--- src/rtl/outlier_eraser.sv ---
`default_nettype none
// outlier_eraser: drains the outlier FIFO and zeroes each outlier's N-bit lane in the x/y/z BRAMs by read-modify-write.
// Optional macro OUTLIER_MERGE_EN: folds FIFO entries hitting the word under RMW into a single write.
module outlier_eraser #(
  parameter int N        = 16,
  parameter int BUS_SIZE = 32,
  parameter int ADDR_W   = 32,
  parameter logic [ADDR_W-1:0] BASE_ADDR = '0
) (
  input  logic                clock,
  input  logic                reset,
  input  logic                start,
  input  logic [N-1:0]        point_cloud_size,
  input  logic                fifo_empty,
  input  logic [N-1:0]        fifo_data,
  output logic                read_fifo,
  output logic                bram_en,
  output logic                bram_we,
  output logic [ADDR_W-1:0]   bram_addr,
  input  logic [BUS_SIZE-1:0] bram_rdata_x,
  input  logic [BUS_SIZE-1:0] bram_rdata_y,
  input  logic [BUS_SIZE-1:0] bram_rdata_z,
  output logic [BUS_SIZE-1:0] bram_wdata_x,
  output logic [BUS_SIZE-1:0] bram_wdata_y,
  output logic [BUS_SIZE-1:0] bram_wdata_z,
  output logic                busy,
  output logic                done,
  output logic [N-1:0]        removed_count,
  output logic [N-1:0]        dropped_count
);

  localparam int LANES  = BUS_SIZE / N;
  localparam int SHIFT  = $clog2(LANES);
  localparam int LANE_W = (LANES > 1) ? SHIFT : 1;

  typedef enum logic [2:0] {
    S_IDLE  = 3'd0,
    S_DRAIN = 3'd1,
    S_RD    = 3'd2,
    S_WT    = 3'd3,
    S_WR    = 3'd4,
    S_DONE  = 3'd5
  } state_t;

  state_t state, state_nx;

  logic [ADDR_W-1:0]   word_addr;
  logic [LANES-1:0]    mask;
  logic [N-1:0]        folded;
  logic                rd_d;
  logic [BUS_SIZE-1:0] cap_x, cap_y, cap_z;
  logic [BUS_SIZE-1:0] keep;

  logic [N-1:0]        head_word;
  logic [LANE_W-1:0]   head_lane;
  logic [LANES-1:0]    head_mask;
  logic                head_valid;
  logic                merge_hit;
  logic [N:0]          rem_sum;

  // Index 0 is the FIFO's empty-slot sentinel, never a real outlier.
  assign head_word  = fifo_data >> SHIFT;
  assign head_lane  = LANE_W'(fifo_data & N'(LANES - 1));
  assign head_mask  = LANES'(1) << head_lane;
  assign head_valid = (fifo_data != '0) && (fifo_data < point_cloud_size);
  assign rem_sum    = {1'b0, removed_count} + {1'b0, folded};

`ifdef OUTLIER_MERGE_EN
  logic [N-1:0] cur_word;

  always_ff @(posedge clock or posedge reset) begin
    if (reset) begin
      cur_word <= '0;
    end else if (state == S_DRAIN && !fifo_empty && head_valid) begin
      cur_word <= head_word;
    end
  end

  assign merge_hit = (state == S_WT) && !fifo_empty && head_valid && (head_word == cur_word);
`else
  assign merge_hit = 1'b0;
`endif

  always_comb begin
    state_nx  = state;
    read_fifo = 1'b0;
    bram_en   = 1'b0;
    bram_we   = 1'b0;
    busy      = (state != S_IDLE) && (state != S_DONE);
    done      = (state == S_DONE);
    case (state)
      S_IDLE: begin
        if (start) state_nx = S_DRAIN;
      end
      S_DRAIN: begin
        if (fifo_empty) begin
          state_nx = S_DONE;
        end else begin
          read_fifo = 1'b1;
          if (head_valid) state_nx = S_RD;
        end
      end
      S_RD: begin
        bram_en  = 1'b1;
        state_nx = S_WT;
      end
      S_WT: begin
        if (merge_hit) read_fifo = 1'b1;
        else           state_nx  = S_WR;
      end
      S_WR: begin
        bram_en  = 1'b1;
        bram_we  = 1'b1;
        state_nx = S_DRAIN;
      end
      S_DONE: begin
        if (!start) state_nx = S_IDLE;
      end
      default: state_nx = S_IDLE;
    endcase
  end

  always_ff @(posedge clock or posedge reset) begin
    if (reset) begin
      state         <= S_IDLE;
      word_addr     <= '0;
      mask          <= '0;
      folded        <= '0;
      rd_d          <= 1'b0;
      cap_x         <= '0;
      cap_y         <= '0;
      cap_z         <= '0;
      removed_count <= '0;
      dropped_count <= '0;
    end else begin
      state <= state_nx;
      rd_d  <= (state == S_RD);
      case (state)
        S_IDLE: begin
          if (start) begin
            removed_count <= '0;
            dropped_count <= '0;
          end
        end
        S_DRAIN: begin
          if (!fifo_empty) begin
            if (head_valid) begin
              word_addr <= BASE_ADDR + ADDR_W'(head_word);
              mask      <= head_mask;
              folded    <= N'(1);
            end else if (dropped_count != '1) begin
              dropped_count <= dropped_count + N'(1);
            end
          end
        end
        S_WT: begin
          // Read data is only valid on the first WT cycle; merge cycles leave the port idle.
          if (rd_d) begin
            cap_x <= bram_rdata_x;
            cap_y <= bram_rdata_y;
            cap_z <= bram_rdata_z;
          end
          if (merge_hit) begin
            mask <= mask | head_mask;
            if (folded != '1) folded <= folded + N'(1);
          end
        end
        S_WR: begin
          removed_count <= rem_sum[N] ? '1 : rem_sum[N-1:0];
          mask          <= '0;
          folded        <= '0;
        end
        default: ;
      endcase
    end
  end

  for (genvar k = 0; k < LANES; k++) begin : g_lane
    assign keep[k*N +: N] = {N{~mask[k]}};
  end

  assign bram_addr    = word_addr;
  assign bram_wdata_x = cap_x & keep;
  assign bram_wdata_y = cap_y & keep;
  assign bram_wdata_z = cap_z & keep;

endmodule

`default_nettype wire

--- config.mk ---
export PLATFORM = sky130hd
export DESIGN_NAME = outlier_eraser
export DESIGN_NICKNAME = d
export VERILOG_FILES = /design/src/rtl/outlier_eraser.sv
export SDC_FILE = /design/constraint.sdc
export NUM_CORES = 1
export LEC_CHECK = 0
export ABC_AREA = 1
export CORE_UTILIZATION = 35
export DETAILED_ROUTE_END_ITERATION = 16
export DONT_BUFFER_PORTS = 1
export PLACE_DENSITY_LB_ADDON = 0.1
export SYNTH_ARGS = -nofsm -noshare
export SYNTH_HDL_FRONTEND = slang
export SYNTH_SLANG_ARGS = --single-unit
--- constraint.sdc ---
create_clock -name clock -period 5.3 [get_ports clock]
set_input_delay 0.795 -clock clock [delete_from_list [all_inputs] [get_ports clock]]
set_output_delay 0.795 -clock clock [all_outputs]
set_load 0.05 [all_outputs]
==> results of run 1 <==
## layer usage
layer	share of wire (%)	vias up	track usage (%)	wire (um)
met1	44	2686	22.1	8740
li1	-	3028	-	-
met2	46	202	28.7	9210
met5	0	-	0	0
met4	0.90	0	5.00	179
met3	9.0	10	5.45	1800
## registers in the layout, indices dropped and copies added (netlist names)
| register | flops |
|---|---|
| dropped_count | 16 |
| folded | 1 |
| cap_y | 32 |
| bram_addr | 15 |
| state | 3 |
| mask | 2 |
| removed_count | 16 |
| rd_d | 1 |
| cap_z | 32 |
| cap_x | 32 |
## metrics by stage
stage | setup slack, ns | utilization [%] | cells | power, mW
after floorplan | 0.469 | - | 1018 | 4.83
after CTS | 2.41 | 39.6 | 1271 | 6.41
final | 2.46 | 39.6 | 1271 | 6.33
after detailed placement | 2.75 | 36.9 | 1239 | 5.20
after global placement | 2.80 | 36.9 | 1239 | 5.18
after global routing | 2.33 | 39.6 | 1271 | 6.70
## area by class of cell
cell class	count	area, um^2
timing repair buffer	6	57.6
sequential	150	3760
clock inverter	14	143
tap	275	344
clock buffer	18	429
fill	2281	12900
inverter	163	617
multi-input combinational	645	3090
## kinds of logic (layout without fill, tap and decap cells)
family / Yosys count / in the layout / synth area share, %
adders and majority gates: 18 / 18 / 2.92
buffers and inverters: 223 / 201 / 12.2
AOI/OAI and AO/OA: 162 / 162 / 10.7
other: 1 / 17 / 0.0487
xor gates and xnor gates: 14 / 14 / 1.59
DFF: 150 / 150 / 48.7
and+or+nand+nor: 434 / 434 / 23.8
## synthesized netlist by cell type (2+ instances only)
cell / count
nand2_1: 127
nor2_1: 237
nand3_1: 18
buf_1: 4
nor2_2: 2
o21a_1: 2
inv_2: 6
o21ai_1: 17
clkbuf_1: 18
a21oi_1: 109
nand3_4: 3
nor3_1: 15
nor2_4: 3
buf_2: 18
xor2_1: 11
nand4_1: 21
dfrtp_1: 150
inv_1: 157
ha_1: 18
nand2_2: 3
buf_4: 18
buf_6: 2
xnor2_1: 3
o21ai_0: 29
## report_power, final
group          switching, mW  total [mW]  leakage [nW]  internal, mW
Sequential             0.474        2.06          1.83          1.59
Clock                  0.525        1.18         0.264         0.660
Combinational           2.68        3.08          2.23         0.398
## how the worst max path moves through the flow
| stage | startpoint | to | slack [ns] | cells past startpoint |
|---|---|---|---|---|
| CTS | mask[1]$_DFFE_PP0P_ | bram_wdata_x[23] | 2.41 | 1 |
| finish | mask[1]$_DFFE_PP0P_ | bram_wdata_x[23] | 2.46 | 1 |
| global placement | removed_count[0]$_DFFE_PP0P_ | removed_count[15]$_DFFE_PP0P_ | 2.80 | 8 |
| detailed placement | removed_count[0]$_DFFE_PP0P_ | removed_count[15]$_DFFE_PP0P_ | 2.75 | 8 |
| global route | mask[1]$_DFFE_PP0P_ | bram_wdata_x[23] | 2.33 | 1 |
| floorplan | reset | bram_addr[0]$_DFFE_PP0P_ | 0.47 | 1 |
==> impl_metrics.csv, run 1 <==
group,metric,value,unit
status,status,"complete, no violations",
clock_tree,cts-hold-fix-buffers,0,
logic_synthesis,synth_top_cell_by_area,"dfrtp_1",
logic_synthesis,synth_cell_types,35,
logic_synthesis,avgSynthCellArea,7.69,um^2
sta,skew,0.0101,ns
sta,rsz0062_at_grt,"false",
clock_tree,ctsResizeCount,0,
global_routing,grt_usage,17.5,%
setup_path,cp_max_fo,49,
final_layout,drive_gt1_share,6.43,%
setup_path,slowest_stage,"nor2_1",
setup_path,critPathRequiredTime,4.51,ns
power_and_ir_drop,ir_drop,293,uV
place,finalWeightedCongestion,0.763,
die,placementRows,53,
global_routing,antenna_found_initial,0,
global_routing,grt_overflow_total,0,
clock_tree,cts_tree,"yes",
sta,setup_viol_count_final,0,
setup_path,worstPathArrival,2.04,ns
logic_synthesis,syn_area,7710,um^2
sta,tns,0,ns
routing,drc_errors,0,
logic_synthesis,ys.flop_type,"dfrtp_1",
logic_synthesis,synth_top_area_share,48.7,%
logic_synthesis,yosys-top-cells-area,"dfrtp_1 49%, nor2_1 12%, inv_1 7.6%",
final_layout,final_cell_mix,"236 x nor2_1, 156 x inv_1, 148 x dfrtp_1",
sta,maxSlewViolCount,0,
power_and_ir_drop,p_leak,4.33,nW
sta,max_freq,352,MHz
min_path,hold_path.class,"in -> async",
place,hpwlAfterDp,14300,um
place,portBuffers,0,
logic_synthesis,synth_seq_area_share,48.7,%
setup_path,critPathLaunchType,"flop",
die,initial_utilization,36.2,%
clock_tree,cts.sinks,150,
clock_tree,clkSlewWorstSetupHoldPaths,0.07,ns
sta,slew-limit-headroom,36.6,%
logic_synthesis,synth_edf_count,0,
clock_tree,cts_buffer_depth,2,
final_layout,final_common_cell,"nor2_1",
sta,max_slew.worst_pin.slew,0.948,ns
routing,detail-route-antenna-nets,0,
final_layout,fin_area,8430,um^2
setup_path,r2r_start,"removed_count[0]$_DFFE_PP0P_",
final_layout,syn_to_final_growth,9.42,%
setup_path,slowest_delay,0.87,ns
setup_path,reg2reg_setup_slack,2.71,ns
die,dieArea,22600,um^2
clock_tree,cts_buffers,17,
clock_tree,clk_latency,0.42,ns
setup_path,path_cells,"nor2_1",
logic_synthesis,synthArstFlopShare,100,%
logic_synthesis,syn_inst,1002,
routing,vias_per_cell,4.66,
routing,routed_wl,19900,um
place,place_area,7860,um^2
global_routing,grt_pass1_wl,30400,um
logic_synthesis,ys_seq_elements,150,
routing,wire_per_inst,15.7,um
routing,drt_iter0_drc,246,
routing,first_pass_iters,6,
die,die_h,150,um
final_layout,nets,1133,
clock_tree,cts-root-buf,"clkbuf_16",
power_and_ir_drop,power_density,750,nW/um^2
sta,hold_viol,0,
logic_synthesis,yosys_warnings,0,
setup_path,reg2reg_to,"removed_count[15]$_DFFE_PP0P_",
setup_path,crit_family,"simple AND/OR/NAND/NOR gates",
clock_tree,postCtsSetupBuffers,0,
global_routing,grt_max_degree,120,
die,io-pin-count,297,
sta,period_share,53.6,%
final_layout,antenna_cells,0,
die,core,21300,um^2
clock_tree,htreeDepth,4,
setup_path,worstSetupEndpointType,"primary output",
die,fp.dieW,150,um
run,drv_cap,0,
routing,route.vias.total,5926,
sta,hold_slack,0.309,ns
setup_path,critPathBufInv,0,
sta,min_period,2.84,ns
setup_path,critPathKind,"reg -> out",
global_routing,grt_pass1_vias,5678,
setup_path,r2r_cells,8,
Note: power is estimated with default switching activity, not from simulation.
==> run 2, diff against run 1 <==
==> constraint.sdc (replaced) <==
create_clock -name clock -period 2.7 [get_ports clock]
set_input_delay 0.405 -clock clock [delete_from_list [all_inputs] [get_ports clock]]
set_output_delay 0.405 -clock clock [all_outputs]
set_load 0.05 [all_outputs]
==> impl_metrics.csv, run 2 (synthesis results as in run 1) <==
group,metric,value,unit
min_path,hold_path.class,"in -> reg",
final_layout,final_common_cell,"nor2_1",
final_layout,final_util,45.3,%
final_layout,drive_gt1_share,17.7,%
routing,vias_per_cell,4.63,
final_layout,top_regs,"cap_x (32), cap_y (32), cap_z (32)",
die,die_h,150,um
die,fp.dieW,150,um
routing,detail-route-antenna-nets,0,
die,placementRows,53,
power_and_ir_drop,p_leak,5.11,nW
setup_path,critPathKind,"reg -> out",
global_routing,grt_overflow_total,0,
global_routing,antenna_found_initial,0,
clock_tree,ctsResizeCount,0,
power_and_ir_drop,p_sw,7.46,mW
clock_tree,htreeDepth,4,
sta,max_slew.worst_pin.slew,0.646,ns
place,portBuffers,0,
sta,min_period,2.29,ns
sta,setup_viol_count_final,0,
sta,tns,0,ns
sta,slew-limit-headroom,56.9,%
power_and_ir_drop,p_int,6.96,mW
global_routing,grt_usage,18.6,%
setup_path,critPathRequiredTime,2.30,ns
routing,drc_errors,0,
power_and_ir_drop,sw_frac_of_total,51.8,%
clock_tree,cts_buffer_depth,2,
power_and_ir_drop,power_density,1500,nW/um^2
sta,period_share,84.8,%
clock_tree,cts.sinks,150,
final_layout,final_cell_mix,"236 x nor2_1, 156 x inv_1, 148 x dfrtp_1",
global_routing,grt_pass1_wl,32800,um
status,status,"complete, no violations",
clock_tree,cts-root-buf,"clkbuf_16",
die,core,21300,um^2
routing,route.vias.total,6526,
routing,routed_wl,20700,um
clock_tree,cts_buffers,17,
place,hpwlAfterDp,15500,um
final_layout,nets,1271,
final_layout,syn_to_final_growth,25.1,%
power_and_ir_drop,power_frac_comb,53.8,%
global_routing,grt_max_degree,62,
clock_tree,postCtsSetupBuffers,0,
final_layout,fill_cells,2170,
power_and_ir_drop,p_seq_share,27.0,%
final_layout,antenna_cells,0,
die,dieArea,22600,um^2
routing,first_pass_iters,4,
routing,wire_per_inst,14.7,um
sta,maxSlewViolCount,0,
clock_tree,clk_latency,0.42,ns
sta,hold_viol,0,
power_and_ir_drop,ir_drop,725,uV
sta,skew,0.0152,ns
setup_path,cp_max_fo,14,
clock_tree,clkSlewWorstSetupHoldPaths,0.07,ns
die,initial_utilization,36.2,%
setup_path,critPathLaunchType,"flop",
power_and_ir_drop,total_power,14.4,mW
setup_path,worstPathArrival,1.89,ns
run,drv_cap,0,
sta,rsz0062_at_grt,"false",
global_routing,grt_pass1_vias,6362,
place,finalWeightedCongestion,0.810,
die,io-pin-count,297,
clock_tree,cts_tree,"yes",
sta,max_freq,437,MHz
setup_path,worstSetupEndpointType,"primary output",
power_and_ir_drop,pwr-share-clk,19.2,%
routing,drt_iter0_drc,212,
==> run 2: changes by cell type in the layout (fill, tap and decap cells not counted), sizes merged <==
cell,previous run,this run
buf,6,143
dlygate4sd3,0,1
clkinvlp,5,2
inv,169,166
bufinv,1,6
==> run 2: critical path, stage by stage (launching register included) <==
cell	delay (ns)
dfrtp_1	0.44
inv_2	0.07
nand2_1	0.10
nor2_4	0.26
inv_2	0.21
nor2_4	0.16
buf_4	0.23
==> run 2: cell type report <==
cell class                      instances  area (um^2)  share of cell area (%)
Clock buffer                           18          439                    4.55
Clock inverter                         13          243                    2.52
Inverter                              163          616                    6.38
Multi-Input combinational cell        645         3090                    32.0
Sequential cell                       150         3760                    39.0
Tap cell                              275          344                    3.57
Timing Repair Buffer                  144         1160                    12.0
==> run 2: through the flow <==
stage / area [um^2] / instances / hold WS (ns) / setup WS [ns]
finish: 9640 / 1408 / 0.0776 / 0.410
detailed placement: 8950 / 1376 / 0.352 / 0.666
floorplan: 7770 / 1018 / 0.481 / 0.406
global route: 9640 / 1408 / 0.0569 / 0.268
CTS: 9640 / 1408 / 0.0564 / 0.368
global placement: 8950 / 1376 / 0.354 / 0.698
==> run 2: repair_timing <==
item / CTS / global route
endpoints found under the hold margin: 18 / 0
endpoints found under the setup margin: 0 / 0
hold buffers: 1 / 0
==> run 2: power groups by stage <==
stage	combinational, mW	clock (mW)	sequential [mW]
CTS	7.84	2.84	3.91
global route	8.32	2.95	4.01
detailed placement	7.84	0	3.95
floorplan	5.67	0	3.82
finish	7.75	2.77	3.90
global placement	7.78	0	3.93
==> run 2: final timing paths <==
kind	cells past startpoint	slack, ns	startpoint	endpoint
min in group asynchronous	2	0.51	reset	removed_count[3]$_DFFE_PP0P_
min reg2reg	2	0.51	cap_x[0]$_DFFE_PP0P_	cap_x[0]$_DFFE_PP0P_
min	1	0.08	fifo_data[0]	mask[0]$_DFFE_PP0P_
max reg2reg	9	0.71	removed_count[0]$_DFFE_PP0P_	removed_count[8]$_DFFE_PP0P_
max	6	0.41	state[1]$_DFFE_PP0P_	read_fifo
max in group asynchronous	3	1.48	reset	cap_z[19]$_DFFE_PP0P_
==> run 2: per-layer routing <==
| layer | vias to the layer above | wire length, um | global-route usage [%] |
|---|---|---|---|
| met4 | 0 | 306 | 5.86 |
| li1 | 3297 | - | - |
| met1 | 2995 | 8850 | 22.9 |
| met3 | 27 | 1950 | 5.97 |
| met2 | 207 | 9640 | 30.7 |
| met5 | - | 0 | 0 |
